[src/rtl/dcache_ctrl.sv]
// dcache_ctrl: sequences a multi-way data cache array for the LSQ.
// One load/store at a time; misses fetch the 64-bit line from tagged
// memory, fill it and replay the lookup. Stores are write-allocate and
// write-through (array updated, merged line written to memory).
// Optional build macro: DCACHE_CTRL_PERF_EN adds perf_hits/perf_misses.
module dcache_ctrl #(
  parameter int IDX_WIDTH = 5,
  parameter int TAG_WIDTH = 27
) (
  input  logic                 clock,
  input  logic                 reset,
  input  logic                 lsq_req_valid,
  output logic                 lsq_req_ready,
  input  logic                 lsq_req_is_store,
  input  logic [31:0]          lsq_req_addr,
  input  logic [2:0]           lsq_req_size,
  input  logic [31:0]          lsq_req_data,
  output logic                 lsq_resp_valid,
  output logic [31:0]          lsq_resp_data,
  output logic                 cache_rd_en,
  output logic [IDX_WIDTH-1:0] cache_rd_idx,
  output logic [TAG_WIDTH-1:0] cache_rd_tag,
  input  logic                 cache_rd_valid,
  input  logic [63:0]          cache_rd_data,
  output logic                 cache_wr_en_mem,
  output logic                 cache_wr_en_lsq,
  output logic [IDX_WIDTH-1:0] cache_wr_idx,
  output logic [TAG_WIDTH-1:0] cache_wr_tag,
  output logic [63:0]          cache_wr_data,
  output logic [2:0]           cache_size,
  output logic                 cache_offset,
  output logic [1:0]           proc2mem_command,
  output logic [31:0]          proc2mem_addr,
  output logic [63:0]          proc2mem_data,
  input  logic [3:0]           mem2proc_response,
  input  logic [3:0]           mem2proc_tag,
  input  logic [63:0]          mem2proc_data
`ifdef DCACHE_CTRL_PERF_EN
  ,
  output logic [31:0]          perf_hits,
  output logic [31:0]          perf_misses
`endif
);

  typedef enum logic [2:0] {
    S_IDLE, S_LOOKUP, S_MISS_REQ, S_MISS_WAIT, S_FILL, S_ST_WR, S_ST_MEM, S_RESP
  } state_e;

  state_e      state_q, state_d;
  logic        is_store_q, is_store_d;
  logic [31:0] addr_q, addr_d;
  logic [2:0]  size_q, size_d;
  logic [31:0] data_q, data_d;
  logic [3:0]  mem_tag_q, mem_tag_d;
  logic [63:0] line_q, line_d;       // fill line, then merged store line
  logic [31:0] resp_data_q, resp_data_d;

  // Pick the addressed word/half/byte out of a line and extend it.
  function automatic logic [31:0] load_extract(input logic [63:0] line,
                                               input logic [2:0] a,
                                               input logic [2:0] sz);
    logic [31:0] w;
    logic [31:0] sh;
    logic [31:0] res;
    w  = a[2] ? line[63:32] : line[31:0];
    sh = w >> {a[1:0], 3'b000};
    case (sz[1:0])
      2'b00:   res = sz[2] ? {24'h000000, sh[7:0]} : {{24{sh[7]}}, sh[7:0]};
      2'b01:   res = sz[2] ? {16'h0000, sh[15:0]} : {{16{sh[15]}}, sh[15:0]};
      default: res = w;
    endcase
    return res;
  endfunction

  // Substitute right-aligned store bytes into a line at byte offset a.
  function automatic logic [63:0] store_merge(input logic [63:0] line,
                                              input logic [2:0] a,
                                              input logic [2:0] sz,
                                              input logic [31:0] d);
    logic [63:0] mask;
    logic [63:0] wd;
    logic [5:0]  sh;
    sh = {a, 3'b000};
    case (sz[1:0])
      2'b00:   begin mask = 64'h0000_0000_0000_00FF; wd = {56'h0, d[7:0]};  end
      2'b01:   begin mask = 64'h0000_0000_0000_FFFF; wd = {48'h0, d[15:0]}; end
      default: begin mask = 64'h0000_0000_FFFF_FFFF; wd = {32'h0, d};       end
    endcase
    return (line & ~(mask << sh)) | (wd << sh);
  endfunction

  // State and datapath registers; reset abandons any transaction in flight.
  always_ff @(posedge clock or negedge reset) begin
    if (!reset) begin
      state_q     <= S_IDLE;
      is_store_q  <= 1'b0;
      addr_q      <= 32'h0;
      size_q      <= 3'b000;
      data_q      <= 32'h0;
      mem_tag_q   <= 4'h0;
      line_q      <= 64'h0;
      resp_data_q <= 32'h0;
    end else begin
      state_q     <= state_d;
      is_store_q  <= is_store_d;
      addr_q      <= addr_d;
      size_q      <= size_d;
      data_q      <= data_d;
      mem_tag_q   <= mem_tag_d;
      line_q      <= line_d;
      resp_data_q <= resp_data_d;
    end
  end

  // Next-state and datapath update.
  always_comb begin
    state_d     = state_q;
    is_store_d  = is_store_q;
    addr_d      = addr_q;
    size_d      = size_q;
    data_d      = data_q;
    mem_tag_d   = mem_tag_q;
    line_d      = line_q;
    resp_data_d = resp_data_q;
    case (state_q)
      S_IDLE: begin
        if (lsq_req_valid) begin
          is_store_d = lsq_req_is_store;
          addr_d     = lsq_req_addr;
          size_d     = lsq_req_size;
          data_d     = lsq_req_data;
          state_d    = S_LOOKUP;
        end else begin
          state_d = S_IDLE;
        end
      end
      S_LOOKUP: begin
        if (!cache_rd_valid) begin
          state_d = S_MISS_REQ;
        end else if (is_store_q) begin
          line_d  = store_merge(cache_rd_data, addr_q[2:0], size_q, data_q);
          state_d = S_ST_WR;
        end else begin
          resp_data_d = load_extract(cache_rd_data, addr_q[2:0], size_q);
          state_d     = S_RESP;
        end
      end
      S_MISS_REQ: begin
        if (mem2proc_response != 4'h0) begin
          mem_tag_d = mem2proc_response;
          state_d   = S_MISS_WAIT;
        end else begin
          state_d = S_MISS_REQ;
        end
      end
      S_MISS_WAIT: begin
        if ((mem2proc_tag == mem_tag_q) && (mem_tag_q != 4'h0)) begin
          line_d  = mem2proc_data;
          state_d = S_FILL;
        end else begin
          state_d = S_MISS_WAIT;
        end
      end
      S_FILL:  state_d = S_LOOKUP;
      S_ST_WR: state_d = S_ST_MEM;
      S_ST_MEM: begin
        if (mem2proc_response != 4'h0) begin
          state_d = S_RESP;
        end else begin
          state_d = S_ST_MEM;
        end
      end
      S_RESP:  state_d = S_IDLE;
      default: state_d = S_IDLE;
    endcase
  end

  // State-decoded strobes and data buses.
  always_comb begin
    lsq_req_ready    = 1'b0;
    lsq_resp_valid   = 1'b0;
    cache_rd_en      = 1'b0;
    cache_wr_en_mem  = 1'b0;
    cache_wr_en_lsq  = 1'b0;
    cache_wr_data    = 64'h0;
    proc2mem_command = 2'd0;
    proc2mem_data    = 64'h0;
    case (state_q)
      S_IDLE:     lsq_req_ready = 1'b1;
      S_LOOKUP:   cache_rd_en = 1'b1;
      S_MISS_REQ: proc2mem_command = 2'd1;
      S_FILL: begin
        cache_wr_en_mem = 1'b1;
        cache_wr_data   = line_q;
      end
      S_ST_WR: begin
        cache_wr_en_lsq = 1'b1;
        cache_wr_data   = {32'h0, data_q};
      end
      S_ST_MEM: begin
        proc2mem_command = 2'd2;
        proc2mem_data    = line_q;
      end
      S_RESP:  lsq_resp_valid = 1'b1;
      default: lsq_req_ready = 1'b0;
    endcase
  end

  assign lsq_resp_data = resp_data_q;
  assign cache_rd_idx  = addr_q[IDX_WIDTH+2:3];
  assign cache_rd_tag  = addr_q[31:IDX_WIDTH+3];
  assign cache_wr_idx  = addr_q[IDX_WIDTH+2:3];
  assign cache_wr_tag  = addr_q[31:IDX_WIDTH+3];
  assign cache_size    = size_q;
  assign cache_offset  = addr_q[2];
  assign proc2mem_addr = {addr_q[31:3], 3'b000};

`ifdef DCACHE_CTRL_PERF_EN
  logic        first_q, first_d;
  logic [31:0] hits_q, hits_d;
  logic [31:0] misses_q, misses_d;

  // Count only the first probe of each request; saturate at all-ones.
  always_comb begin
    first_d  = first_q;
    hits_d   = hits_q;
    misses_d = misses_q;
    if (state_q == S_IDLE && lsq_req_valid) begin
      first_d = 1'b1;
    end else if (state_q == S_LOOKUP) begin
      first_d = 1'b0;
      if (first_q && cache_rd_valid && hits_q != 32'hFFFF_FFFF) begin
        hits_d = hits_q + 32'd1;
      end else if (first_q && !cache_rd_valid && misses_q != 32'hFFFF_FFFF) begin
        misses_d = misses_q + 32'd1;
      end else begin
        hits_d = hits_q;
      end
    end else begin
      first_d = first_q;
    end
  end

  // Performance counter registers.
  always_ff @(posedge clock or negedge reset) begin
    if (!reset) begin
      first_q  <= 1'b0;
      hits_q   <= 32'h0;
      misses_q <= 32'h0;
    end else begin
      first_q  <= first_d;
      hits_q   <= hits_d;
      misses_q <= misses_d;
    end
  end

  assign perf_hits   = hits_q;
  assign perf_misses = misses_q;
`else
  // Performance counters are not built in this configuration.
`endif

endmodule

[config.mk]
export PLATFORM = sky130hd
export DESIGN_NAME = dcache_ctrl
export DESIGN_NICKNAME = d
export VERILOG_FILES = /design/src/rtl/dcache_ctrl.sv
export SDC_FILE = /design/constraint.sdc
export NUM_CORES = 1
export LEC_CHECK = 0
export ABC_AREA = 1
export CORE_AREA = 3 3 182 184
export DETAILED_ROUTE_END_ITERATION = 8
export DIE_AREA = 0 0 185 187
export PLACE_DENSITY = 0.67
export SYNTH_ARGS = -nofsm -noshare
export SYNTH_HDL_FRONTEND = slang
export SYNTH_SLANG_ARGS = --single-unit
export TNS_END_PERCENT = 50
[constraint.sdc]
create_clock -name clock -period 2 [get_ports clock]
set_clock_uncertainty 0.1 [all_clocks]
set_input_delay 0.2 -clock clock [delete_from_list [all_inputs] [get_ports clock]]
set_output_delay 0.2 -clock clock [all_outputs]
set_load 0.05 [all_outputs]
== Yosys cells after proc, flatten, opt, wreduce, memory -nomap -nowiden ==
Index checks and enable logic that the tools add are counted.

* Bitwise operators: 4
* Reduce and logical (&&, ||, !) cells: 10
* Mux-type cells: 31
* Shift operators: 3
* Equality and inequality tests: 12

{| class="wikitable"
|+ Operators by type and width
! kind !! count
|-
| 64-bit two-way mux || 10
|-
| 64-bit one-hot mux with 2 select lines || 2
|-
| 32-bit one-hot mux with 2 select lines || 3
|-
| 64-bit by 6-bit left shift with 64-bit output || 2
|-
| 32-bit two-way mux || 3
|-
| 64-bit bitwise AND || 1
|-
| 64-bit NOT || 1
|-
| 64-bit OR || 1
|-
| 32-bit by 5-bit right shift with 16-bit output || 1
|-
| 3-bit one-hot mux with 8 select lines || 1
|-
| 3-bit == test, second input constant || 4
|-
| 1-bit two-way mux || 8
|-
| 4-bit nonzero test || 2
|-
| 3-bit by 2-bit == test with 1-bit output, second input constant || 2
|-
| 3-bit two-way mux || 2
|-
| 2-bit != test, second input constant || 3
|-
| 4-bit == test || 1
|-
| 2-bit one-hot mux with 2 select lines || 1
|-
| 2-bit AND reduction || 2
|-
| 4-bit AND reduction || 1
|-
| 3-bit by 1-bit == test with 1-bit output, second input constant || 1
|-
| 3-bit logical NOT || 1
|-
| 3-bit AND reduction || 1
|-
| 2-bit by 1-bit == test with 1-bit output, second input constant || 1
|-
| 5 further kinds || 5
|}

* Logic and storage cells: 68
* Output and inout port bits: 267
* Input bits: 208
* Register bits: 171

== Logic depth before layout (Yosys ltp) ==
Gate-level depths: netlist of the first run.

* Depth after elaboration: 12
* Mapped depth: 12
* Depth with buffers taken out: 10

== Worst setup path before layout of the first run ==
Ideal clock, no wire load.

* Path kind: register to output
* Start point: register state_q[1]
* End point: output proc2mem_data[10]
* Arrival: 2469 ps
* Slack: -769 ps
* Data required time: 1700 ps
* Stages on the path, launching flop included: 8
* Cells stage by stage: dfrtp_1 -> inv_1 -> nor2_1 -> inv_1 -> nor2_1 -> inv_2 -> clkbuf_1 -> nor2_1

* Longest elaborated chain between the ends: 2

{| class="wikitable"
|+ RTL lines
! element !! line !! source
|-
| start, declared || 49 || <nowiki>state_e state_q, state_d;</nowiki>
|-
| start signal, assigned || 104 || <nowiki>state_q <= state_d;</nowiki>
|-
| 3-bit == test || 188 || <nowiki>case (state_q)</nowiki>
|-
| 64-bit two-way mux || 188 ||
|-
| end, declared || 34 || <nowiki>output logic [63:0] proc2mem_data,</nowiki>
|}

Every way passes these cells.

== Final worst setup path of the first run ==
* Start point: register state_q[1]
* End point: output cache_wr_data[12]

* Longest elaborated chain between the ends: 2
* Elaborated cells on any way between the ends: 3

{| class="wikitable"
|+ RTL lines
! element !! line !! source
|-
| 3-bit == test || 188 ||
|-
| 64-bit one-hot mux with 2 select lines (*) || 188 ||
|-
| end, declared || 29 || <nowiki>output logic [63:0] cache_wr_data,</nowiki>
|}

Mark *: on every way between the ends. The rest lies on a longest branch, timed or not.

==> results of run 1 <==
layout by cell type (no fill, tap or decap), drive strengths merged:
cell type / instances
diode: 5
mux2i: 8
nand3: 169
or2: 29
conb: 9
buf: 285
clkinvlp: 4
clkbuf: 26
nor3: 10
a21oi: 65
o21ai: 164
nor2: 189
inv: 138
dfrtp: 171
o21bai: 8
clkinv: 3
o22ai: 29
nand4: 14
o21a: 7
bufinv: 1
a2bb2oi: 7
o211ai: 8
dlymetal6s2s: 6
nand3b: 2
dlygate4sd2: 20
clkdlybuf4s50: 287
dlygate4sd3: 1
nand2: 368
mux2: 54
path summary, 6_finish.rpt:
| path | end | cells after the start |
|---|---|---|
| setup / recovery | cache_wr_data[12] | 6 |
| hold / removal | addr_q[19]$_DFFE_PN0P_ | 2 |
| setup reg to reg | lsq_resp_data[25]$_DFFE_PN0P_ | 10 |
| hold reg to reg | line_q[50]$_DFFE_PN0P_ | 2 |
| max in group asynchronous | addr_q[0]$_DFFE_PN0P_ | 3 |
| min in group clock | data_q[8]$_DFFE_PN0P_ | 3 |
metal layers:
metal  track usage (%)  vias up
li1                  -     6116
met4              10.1        0
met2              57.1      741
met1              39.0     6533
met3              6.40       86
met5                 0        -
repair_timing:
item,in CTS,in global routing
setup endpoints to repair,155,217
endpoints found under the hold margin,171,0
buffers inserted,6,20
resized for setup,175,65
cloned,2,10
hold buffers,1,0
pin swaps,13,12
worst reg2reg max path, delay by kind of cell, from the launching register on:
| family | cells | cell delay (ns) |
|---|---|---|
| flip-flops | 1 | 0.53 |
| buffers and inverters | 3 | 0.42 |
| AND/OR/NAND/NOR | 6 | 0.76 |
| AO/OA/AOI/OAI | 1 | 0.09 |
power by group through the flow:
stage | clock network [mW] | registers, mW | logic (mW)
after CTS | 3.54 | 6.87 | 24.1
after detailed placement | 0 | 6.90 | 23.4
after global routing | 3.68 | 7.12 | 26.4
after floorplan | 0 | 7.55 | 14.7
final | 3.51 | 6.94 | 25.1
after global placement | 0 | 6.82 | 23.3
area by class of cell:
type                    count  area, µm²
well taps                 402        503
inverters                 132        524
multi-input cells        1140       6710
repair buffers            605       7520
fillers                  2733      11400
clock buffers              20        467
repair inverters            2       26.3
diodes                      5       12.5
flip-flops and latches    171       4290
clock inverters            12        128
state kept, by name, summed over array words and instances (netlist names):
register       flops
data_q            32
mem_tag_q          4
cache_size         3
line_q            64
lsq_resp_data     32
is_store_q         1
addr_q            32
state_q            3
kinds of logic after synthesis:
family | after synthesis
AOI/OAI and AO/OA | 288
buffers and inverters | 324
DFF | 171
muxes | 62
other | 1
and+or+nand+nor | 780
per-stage QoR:
stage	power [mW]	instance area (µm²)	utilization [%]	cells	hold slack [ns]
2_1_floorplan	22.3	12100	-	1634	-0.196
3_3_place_gp	30.1	18400	58.3	2413	-0.0900
3_5_place_dp	30.3	18400	58.3	2413	-0.0896
4_1_cts	34.5	19600	62.0	2454	0.0183
5_1_grt	37.2	20200	63.9	2489	0.0282
6_report	35.5	20200	63.9	2489	0.0224
==> results.py, run 1 <==
metrics = {
    "run_status": {
        "outcome": "finished with violations",
        "violations": "setup timing",
    },
    "timing": {
        "finalSetupTns_ns": -13.37,
        "fin_ws_ns": -0.189,
        "period_needed_ns": 2.19,
        "final_max_slew_viol_count": 0,
        "hold_viol_final": 0,
        "max_freq_mhz": 457,
        "setup_viol": 121,
        "finalCritPeriodShare_pct": 109,
        "rsz0062_at_grt": "true",
        "relSlewSlack_pct": 58.3,
        "worst_pin_slew_ns": 0.624,
    },
    "logic_synthesis": {
        "synth_compound_area_share_pct": 13.8,
        "avgSynthCellArea_um2": 7.13,
        "ys_ff_latch": 171,
        "synthAdderAreaFrac_pct": 0,
        "syn-cell-area_um2": 11600,
        "ys_seq_area_share_pct": 36.9,
        "synthCells": 1626,
        "synth_area_leaders": "dfrtp_1 (37%), nand2_1 (12%), nand3_1 (7.3%)",
        "synth-main-ff-cell": "dfrtp_1",
        "ys_types": 36,
        "synth_area_leader_cell": "dfrtp_1",
        "yosysWarningCount": 0,
        "synthMuxAreaShare_pct": 5.94,
        "synth_most_common_cell": "nand2_1",
        "synth_top_family_by_area": "simple AND/OR/NAND/NOR gates",
        "synth.top_cell.area_share_pct": 36.9,
        "synthXorXnorAreaFrac_pct": 0,
        "synth_common_cells": "nand2_1 (363), nor2_1 (183), dfrtp_1 (171)",
        "synthArstFlopShare_pct": 100,
        "synth_enable_flop_cells": 0,
        "synth-simple-area-share_pct": 28.8,
    },
    "drt": {
        "num_vias": 13500,
        "wire_per_inst_um": 23.4,
        "drcViolationCount": 0,
        "drtPass1Iterations": 6,
        "wl_met3_um": 4940,
        "wl_met2_um": 29900,
        "postRouteAntennaNets": 0,
        "m1WireLength_um": 21900,
        "vias_per_cell": 5.41,
        "drt_iter0_markers": 1315,
        "top_layer": "met4",
        "wl_um": 58300,
    },
    "die": {
        "die_height_um": 187,
        "rows": 65,
        "core_um2": 31600,
        "num_io_pins": 475,
        "start_util_pct": 36.7,
        "die_x_um": 185,
        "dieArea_um2": 34600,
    },
    "job": {
        "maxCapViolCount": 0,
    },
    "critical_path": {
        "crit_path_start": "state_q[1]$_DFF_PN0_",
        "crit_type": "flop to output pin",
        "crit_path_top_delay_cell": "dfrtp_2",
        "worst_ep_arrival_time_ns": 1.89,
        "required_ns": 1.70,
        "r2r_start": "addr_q[2]$_DFFE_PN0P_",
        "crit_path_end_kind": "output pin",
        "path_common_cell": "buf_12",
        "cp_max_fo": 27,
        "critical_path.startpoint_type": "flop",
        "crit_family": "flip-flops",
        "path_cells": "nor2_2 > nand2_4 > buf_12 > o22ai_4 > buf_4 > buf_12",
        "path_buf_inv": 3,
        "slowest_delay_ns": 0.46,
        "reg2reg_slack_ns": 0,
    },
    "placed_design": {
        "port_buffers": 465,
        "pre_cts_slack_ns": -0.126,
        "gp_congestion": 0.972,
        "dpl.hpwl_um": 45600,
    },
    "clocking": {
        "numCtsBuffers": 17,
        "clk_pin_slew_worst_paths_ns": 0.08,
        "cts_buffer_depth": 2,
        "ctsHtreeMaxLevel": 4,
        "tritoncts": "built",
        "clock-sinks": 171,
        "clk_latency_ns": 0.45,
        "cts_root_buf": "clkbuf_16",
    },
    "power": {
        "switchingPower_mw": 19.7,
        "clkPwrFrac_pct": 9.9,
        "p_per_area_nw_per_um2": 1760,
        "comb_power_share_pct": 70.6,
        "power_leakage_nw": 8.96,
        "internal_power_mw": 15.9,
        "vdd_drop_max_mv": 0.833,
        "p_seq_share_pct": 19.5,
        "netSwitchingFraction_pct": 55.3,
    },
    "layout": {
        "drive_above_1_share_pct": 29.3,
        "nets": 2277,
        "layout-area-overhead-vs-synth_pct": 74.0,
    },
    "global_routing": {
        "antenna_found_initial": 5,
        "grt_max_degree": 80,
        "grt_overflow": 0,
        "grt_pass1_vias": 13300,
        "grtUsageTotal_pct": 32.2,
        "grt_pass1_wl_um": 84300,
    },
    "min_path": {
        "hp-class": "primary input to asynchronous set/reset pin",
    },
}
No activity file was read; power rests on OpenSTA's default activity.
==> inputs of run 2 (changes only) <==
--- a/config.mk
+++ b/config.mk
@@ -9,7 +9,8 @@
 export CORE_AREA = 3 3 182 184
 export DETAILED_ROUTE_END_ITERATION = 8
 export DIE_AREA = 0 0 185 187
-export PLACE_DENSITY = 0.67
+export PLACE_DENSITY = 0.8
+export RECOVER_POWER = 50
 export SYNTH_ARGS = -nofsm -noshare
 export SYNTH_HDL_FRONTEND = slang
 export SYNTH_SLANG_ARGS = --single-unit
==> run 2 against run 1 <==
Critical path depth rose by 1. Flip-flop and latch count did not move. The run still ends with setup timing left. Maximum frequency decreased by 2.7%. Combinational power about the same. Die area stayed put. First-iteration DRC count is 10% higher.
==> results.py, run 2 (same netlist as run 1, synthesis figures left out) <==
metrics = {
    "timing": {
        "hold_viol_final": 0,
        "final_max_slew_viol_count": 0,
        "setup_viol": 133,
        "finalCritPeriodShare_pct": 113,
        "period_needed_ns": 2.25,
        "relSlewSlack_pct": 27.2,
        "rsz0062_at_grt": "true",
        "fin_ws_ns": -0.251,
        "holdWs_ns": 0.238,
        "finalSetupTns_ns": -22.35,
        "max_freq_mhz": 444,
        "worst_pin_slew_ns": 1.09,
    },
    "drt": {
        "drtPass1Iterations": 5,
        "wl_um": 57800,
        "drt_iter0_markers": 1449,
        "vias_per_cell": 5.48,
        "drcViolationCount": 0,
        "postRouteAntennaNets": 0,
        "wire_per_inst_um": 23.5,
        "num_vias": 13500,
    },
    "placed_design": {
        "place_area_um2": 18300,
        "port_buffers": 465,
        "dpl.hpwl_um": 42900,
        "gp_congestion": 0.968,
    },
    "power": {
        "power_leakage_nw": 8.92,
        "power_mw": 35.5,
        "p_per_area_nw_per_um2": 1760,
        "vdd_drop_max_mv": 0.895,
    },
    "critical_path": {
        "worstSetupEndpoint": "cache_wr_data[22]",
        "rr_worst_depth": 8,
        "crit_path_end_kind": "output pin",
        "reg2reg_slack_ns": -0.06,
        "critical_path.startpoint_type": "flop",
        "crit_path_start": "state_q[1]$_DFF_PN0_",
        "r2r_start": "state_q[0]$_DFF_PN0_",
        "worst_ep_arrival_time_ns": 1.95,
        "crit_type": "flop to output pin",
        "r2r_end": "line_q[47]$_DFFE_PN0P_",
        "cp_max_fo": 7,
        "required_ns": 1.70,
    },
    "global_routing": {
        "grt_pass1_vias": 13400,
        "grtUsageTotal_pct": 31.3,
        "grt_max_degree": 63,
        "grt_pass1_wl_um": 82500,
        "antenna_found_initial": 5,
        "grt_overflow": 0,
    },
    "layout": {
        "postLayoutCellArea_um2": 20100,
        "n_fill_cell": 2570,
        "final_common_cell": "nand2_1",
        "final-seq-area_um2": 4280,
        "drive_above_1_share_pct": 27.6,
        "nets": 2251,
        "layout-area-overhead-vs-synth_pct": 73.7,
        "largest-register": "line_q",
        "multi_input_area_um2": 6940,
        "layout_common_cells": "nand2_1 (333), clkdlybuf4s50_1 (275), dfrtp_1 (168), nand3_1 (166), buf_12 (157)",
        "largest_reg_flops": 64,
    },
    "clocking": {
        "ctsHtreeMaxLevel": 4,
        "clk_latency_ns": 0.44,
        "tritoncts": "built",
        "clk_pin_slew_worst_paths_ns": 0.07,
        "cts_buffer_depth": 2,
        "clock-sinks": 171,
        "numCtsBuffers": 17,
        "cts_root_buf": "clkbuf_16",
    },
    "die": {
        "num_io_pins": 475,
        "die_height_um": 187,
        "rows": 65,
        "core_um2": 31600,
        "die_x_um": 185,
        "dieArea_um2": 34600,
        "start_util_pct": 36.7,
    },
    "job": {
        "maxCapViolCount": 0,
    },
    "min_path": {
        "whs_path_depth": 3,
        "hp-class": "primary input to flop",
    },
    "run_status": {
        "violations": "setup timing",
        "outcome": "finished with violations",
    },
}
==> run 2: cell count changes in the layout (fill, tap and decap cells not counted), sizes merged <==
cell	before	now
nand3b	2	1
clkbuf	26	65
dlymetal6s2s	6	14
inv	138	130
clkinvlp	4	3
clkinv	3	4
clkdlybuf4s50	287	275
dlygate4sd2	20	9
bufinv	1	3
buf	285	240
==> run 2: what timing repair did <==
item                       CTS  global route
buffers inserted             7            10
hold endpoints to repair    54             0
pin swaps                    5            29
hold buffers                 1             0
resized for setup          184           117
cloned                       3             8
setup endpoints to repair  144           278
==> run 2: final cells by class <==
type	count	share of cell area, %
Clock inverter	7	0.584
Clock buffer	23	2.27
Inverter	132	2.71
Timing Repair Buffer	581	36.1
Antenna cell	5	0.0621
Tap cell	402	2.50
Multi-Input combinational cell	1139	34.5
Timing Repair inverter	1	0.0808
Sequential cell	171	21.3
==> run 2: worst min path at each step <==
stage / from / to / slack (ns)
floorplan: reset / addr_q[0]$_DFFE_PN0P_ / -0.20
global placement: reset / lsq_resp_data[31]$_DFFE_PN0P_ / 0.04
detailed placement: reset / lsq_resp_data[15]$_DFFE_PN0P_ / 0.05
CTS: reset / lsq_resp_data[15]$_DFFE_PN0P_ / 0.15
global route: lsq_req_data[13] / data_q[13]$_DFFE_PN0P_ / 0.24
finish: lsq_req_data[8] / data_q[8]$_DFFE_PN0P_ / 0.24
==> run 2: metal layers <==
metal / global-route usage, % / up-vias / share of wire (%) / routed length, µm
met2: 51.0 / 818 / 47 / 27300
met1: 41.2 / 6471 / 39 / 22700
met5: 0 / - / 0 / 0
met4: 10.4 / 0 / 4.3 / 2470
li1: - / 6051 / - / -
met3: 6.69 / 147 / 9.3 / 5350
==> run 2: per-stage QoR <==
step / worst slack, ns / utilization [%] / std cells
finish: -0.251 / 63.8 / 2461
global route: -0.284 / 63.8 / 2460
CTS: -0.191 / 62.0 / 2439
detailed placement: -0.000922 / 57.8 / 2398
global placement: 0.0171 / 57.8 / 2398
floorplan: -0.465 / - / 1634
==> run 2: worst max-delay path: stages (launching register included) <==
cell	delay (ns)
dfrtp_2	0.45
buf_6	0.14
nor3_4	0.21
buf_12	0.19
buf_12	0.16
nand2_2	0.09
o21ai_4	0.10
buf_12	0.16
==> run 2: where the power goes <==
group          internal (mW)  leakage [nW]  switching [mW]
Combinational           8.51          6.62            16.5
Sequential              5.23          2.03            1.80
Clock                   1.99         0.269            1.47
Total                   15.7          8.92            19.8
==> inputs of run 3 (changes only) <==
--- a/config.mk
+++ b/config.mk
@@ -6,10 +6,10 @@
 export NUM_CORES = 1
 export LEC_CHECK = 0
 export ABC_AREA = 1
-export CORE_AREA = 3 3 182 184
+export CORE_MARGIN = 3
+export CORE_UTILIZATION = 35
 export DETAILED_ROUTE_END_ITERATION = 8
-export DIE_AREA = 0 0 185 187
-export PLACE_DENSITY = 0.8
+export PLACE_DENSITY = 0.77
 export RECOVER_POWER = 50
 export SYNTH_ARGS = -nofsm -noshare
 export SYNTH_HDL_FRONTEND = slang
==> run 3 against run 2 <==
The run still ends with setup timing left. Critical endpoint is now cache_wr_data[11]. Critical path type unchanged. Design area fell by 1.9%. Worst hold slack got worse by 0.0077 ns. Sequential share of layout area rose by 0.41 points. Maximum frequency rose by 0.29%. Global-route usage fell by 0.24 points.
==> results.py, run 3 (same netlist as run 1, synthesis figures left out) <==
metrics = {
    "critical_path": {
        "critical_path.startpoint_type": "flop",
        "crit_path_end_kind": "output pin",
        "reg2reg_slack_ns": -0.05,
        "crit_type": "flop to output pin",
        "worst_ep_arrival_time_ns": 1.94,
        "required_ns": 1.70,
        "rr_worst_depth": 8,
        "r2r_start": "state_q[0]$_DFF_PN0_",
        "r2r_end": "line_q[8]$_DFFE_PN0P_",
        "cp_max_fo": 28,
    },
    "timing": {
        "hold_viol_final": 0,
        "worst_pin_slew_ns": 1.38,
        "finalSetupTns_ns": -18.05,
        "rsz0062_at_grt": "true",
        "period_needed_ns": 2.24,
        "fin_ws_ns": -0.245,
        "max_freq_mhz": 445,
        "relSlewSlack_pct": 7.69,
        "setup_viol": 135,
        "final_max_slew_viol_count": 0,
        "finalCritPeriodShare_pct": 112,
    },
    "clocking": {
        "cts_root_buf": "clkbuf_16",
        "clock-sinks": 171,
        "cts_buffer_depth": 2,
        "clk_pin_slew_worst_paths_ns": 0.07,
        "ctsHtreeMaxLevel": 4,
        "clk_latency_ns": 0.44,
        "tritoncts": "built",
        "numCtsBuffers": 17,
    },
    "drt": {
        "num_vias": 13500,
        "wire_per_inst_um": 23.0,
        "postRouteAntennaNets": 0,
        "vias_per_cell": 5.34,
        "drtPass1Iterations": 6,
        "wl_um": 58200,
        "drt_iter0_markers": 1458,
        "drcViolationCount": 0,
    },
    "min_path": {
        "whs_endpoint": "data_q[8]$_DFFE_PN0P_",
        "hp-class": "primary input to flop",
        "holdCritStartpoint": "lsq_req_data[8]",
        "whs_path_depth": 3,
    },
    "power": {
        "power_mw": 34.6,
        "power_leakage_nw": 8.71,
        "p_per_area_nw_per_um2": 1750,
        "vdd_drop_max_mv": 0.929,
    },
    "global_routing": {
        "grtUsageTotal_pct": 31.0,
        "grt_pass1_vias": 13300,
        "grt_max_degree": 65,
        "grt_pass1_wl_um": 83500,
        "grt_overflow": 0,
        "antenna_found_initial": 7,
    },
    "die": {
        "dieArea_um2": 35300,
        "start_util_pct": 35.5,
        "rows": 66,
        "die_x_um": 188,
        "die_height_um": 188,
        "num_io_pins": 475,
        "core_um2": 32600,
    },
    "layout": {
        "largest_reg_flops": 64,
        "postLayoutCellArea_um2": 19800,
        "nets": 2275,
        "largest-register": "line_q",
        "layout_common_cells": "nand2_1 (348), clkdlybuf4s50_1 (262), dfrtp_1 (167), nand3_1 (166), buf_12 (161)",
        "n_fill_cell": 2855,
        "drive_above_1_share_pct": 27.5,
        "stdcell_count": 2526,
        "final_common_cell": "nand2_1",
        "layout-area-overhead-vs-synth_pct": 70.5,
    },
    "placed_design": {
        "dpl.hpwl_um": 44300,
        "pre_cts_slack_ns": -0.00711,
        "port_buffers": 465,
        "gp_congestion": 0.933,
        "place_area_um2": 18500,
        "dp_cells": 2460,
    },
    "job": {
        "maxCapViolCount": 0,
    },
    "run_status": {
        "outcome": "finished with violations",
        "violations": "setup timing",
    },
}
## run 3: changes by cell type in the layout (fill, tap and decap cells not counted), moves of 11 or more
cell,previous run,this run
clkbuf_1,36,50
o21ai_1,37,52
nand2_4,21,8
o21ai_4,22,6
nor2_2,14,30
buf_4,68,87
nand2_1,333,348
nor2_4,91,73
clkdlybuf4s50_1,275,262
o21ai_2,11,22
## run 3: timing repair
action / CTS / global route
setup buffers: 11 / 11
pin swaps: 13 / 21
hold buffers: 1 / 0
hold endpoints to repair: 46 / 0
setup endpoints to repair: 151 / 245
gates cloned: 3 / 7
resized for setup: 115 / 130
## run 3: layout make-up
| class | instances | area, µm² | share of cell area [%] |
|---|---|---|---|
| flip-flops and latches | 171 | 4280 | 21.7 |
| clock buffers | 23 | 468 | 2.37 |
| diodes | 6 | 15.0 | 0.0760 |
| well taps | 442 | 553 | 2.80 |
| repair buffers | 604 | 7230 | 36.6 |
| inverters | 132 | 534 | 2.70 |
| clock inverters | 7 | 68.8 | 0.348 |
| repair inverters | 2 | 36.3 | 0.184 |
| multi-input cells | 1139 | 6570 | 33.3 |
## run 3: worst max-delay path, stage by stage (launching register included)
cell     delay, ns
dfrtp_2       0.46
nor2_1        0.22
nand2_2       0.15
buf_12        0.20
o22ai_4       0.25
buf_12        0.17
## run 3: routing by layer
metal  vias to the layer above  global-route usage (%)  share of wire (%)
met5                         -                       0              0.015
met4                         2                    10.5                3.6
met3                       127                    6.04                8.4
met2                       793                    50.6                 47
met1                      6476                    41.4                 41
li1                       6097                       -                  -
## run 3: worst max path at each step
stage	cells past startpoint	to	slack, ns	from
after CTS	9	proc2mem_data[56]	-0.17	state_q[1]$_DFF_PN0_
final	5	cache_wr_data[11]	-0.24	state_q[0]$_DFF_PN0_
after global routing	6	cache_wr_data[22]	-0.29	state_q[1]$_DFF_PN0_
after floorplan	5	cache_wr_data[0]	-0.47	state_q[2]$_DFF_PN0_
after detailed placement	10	line_q[8]$_DFFE_PN0P_	-0.007	mem2proc_tag[3]
after global placement	9	line_q[48]$_DFFE_PN0P_	0.02	addr_q[2]$_DFFE_PN0P_
## run 3: through the flow
step / util (%) / hold slack (ns)
after floorplan: - / -0.196
after global placement: 56.8 / 0.122
after detailed placement: 56.8 / 0.125
after CTS: 59.7 / 0.211
after global routing: 60.6 / 0.253
final: 60.6 / 0.230
## run 3: power by group
part           total, mW  switching [mW]  internal [mW]  leakage [nW]
combinational       24.3            16.1           8.18          6.42
clock               3.21            1.45           1.76         0.259
sequential          7.03            1.79           5.24          2.03
total               34.6            19.4           15.2          8.71
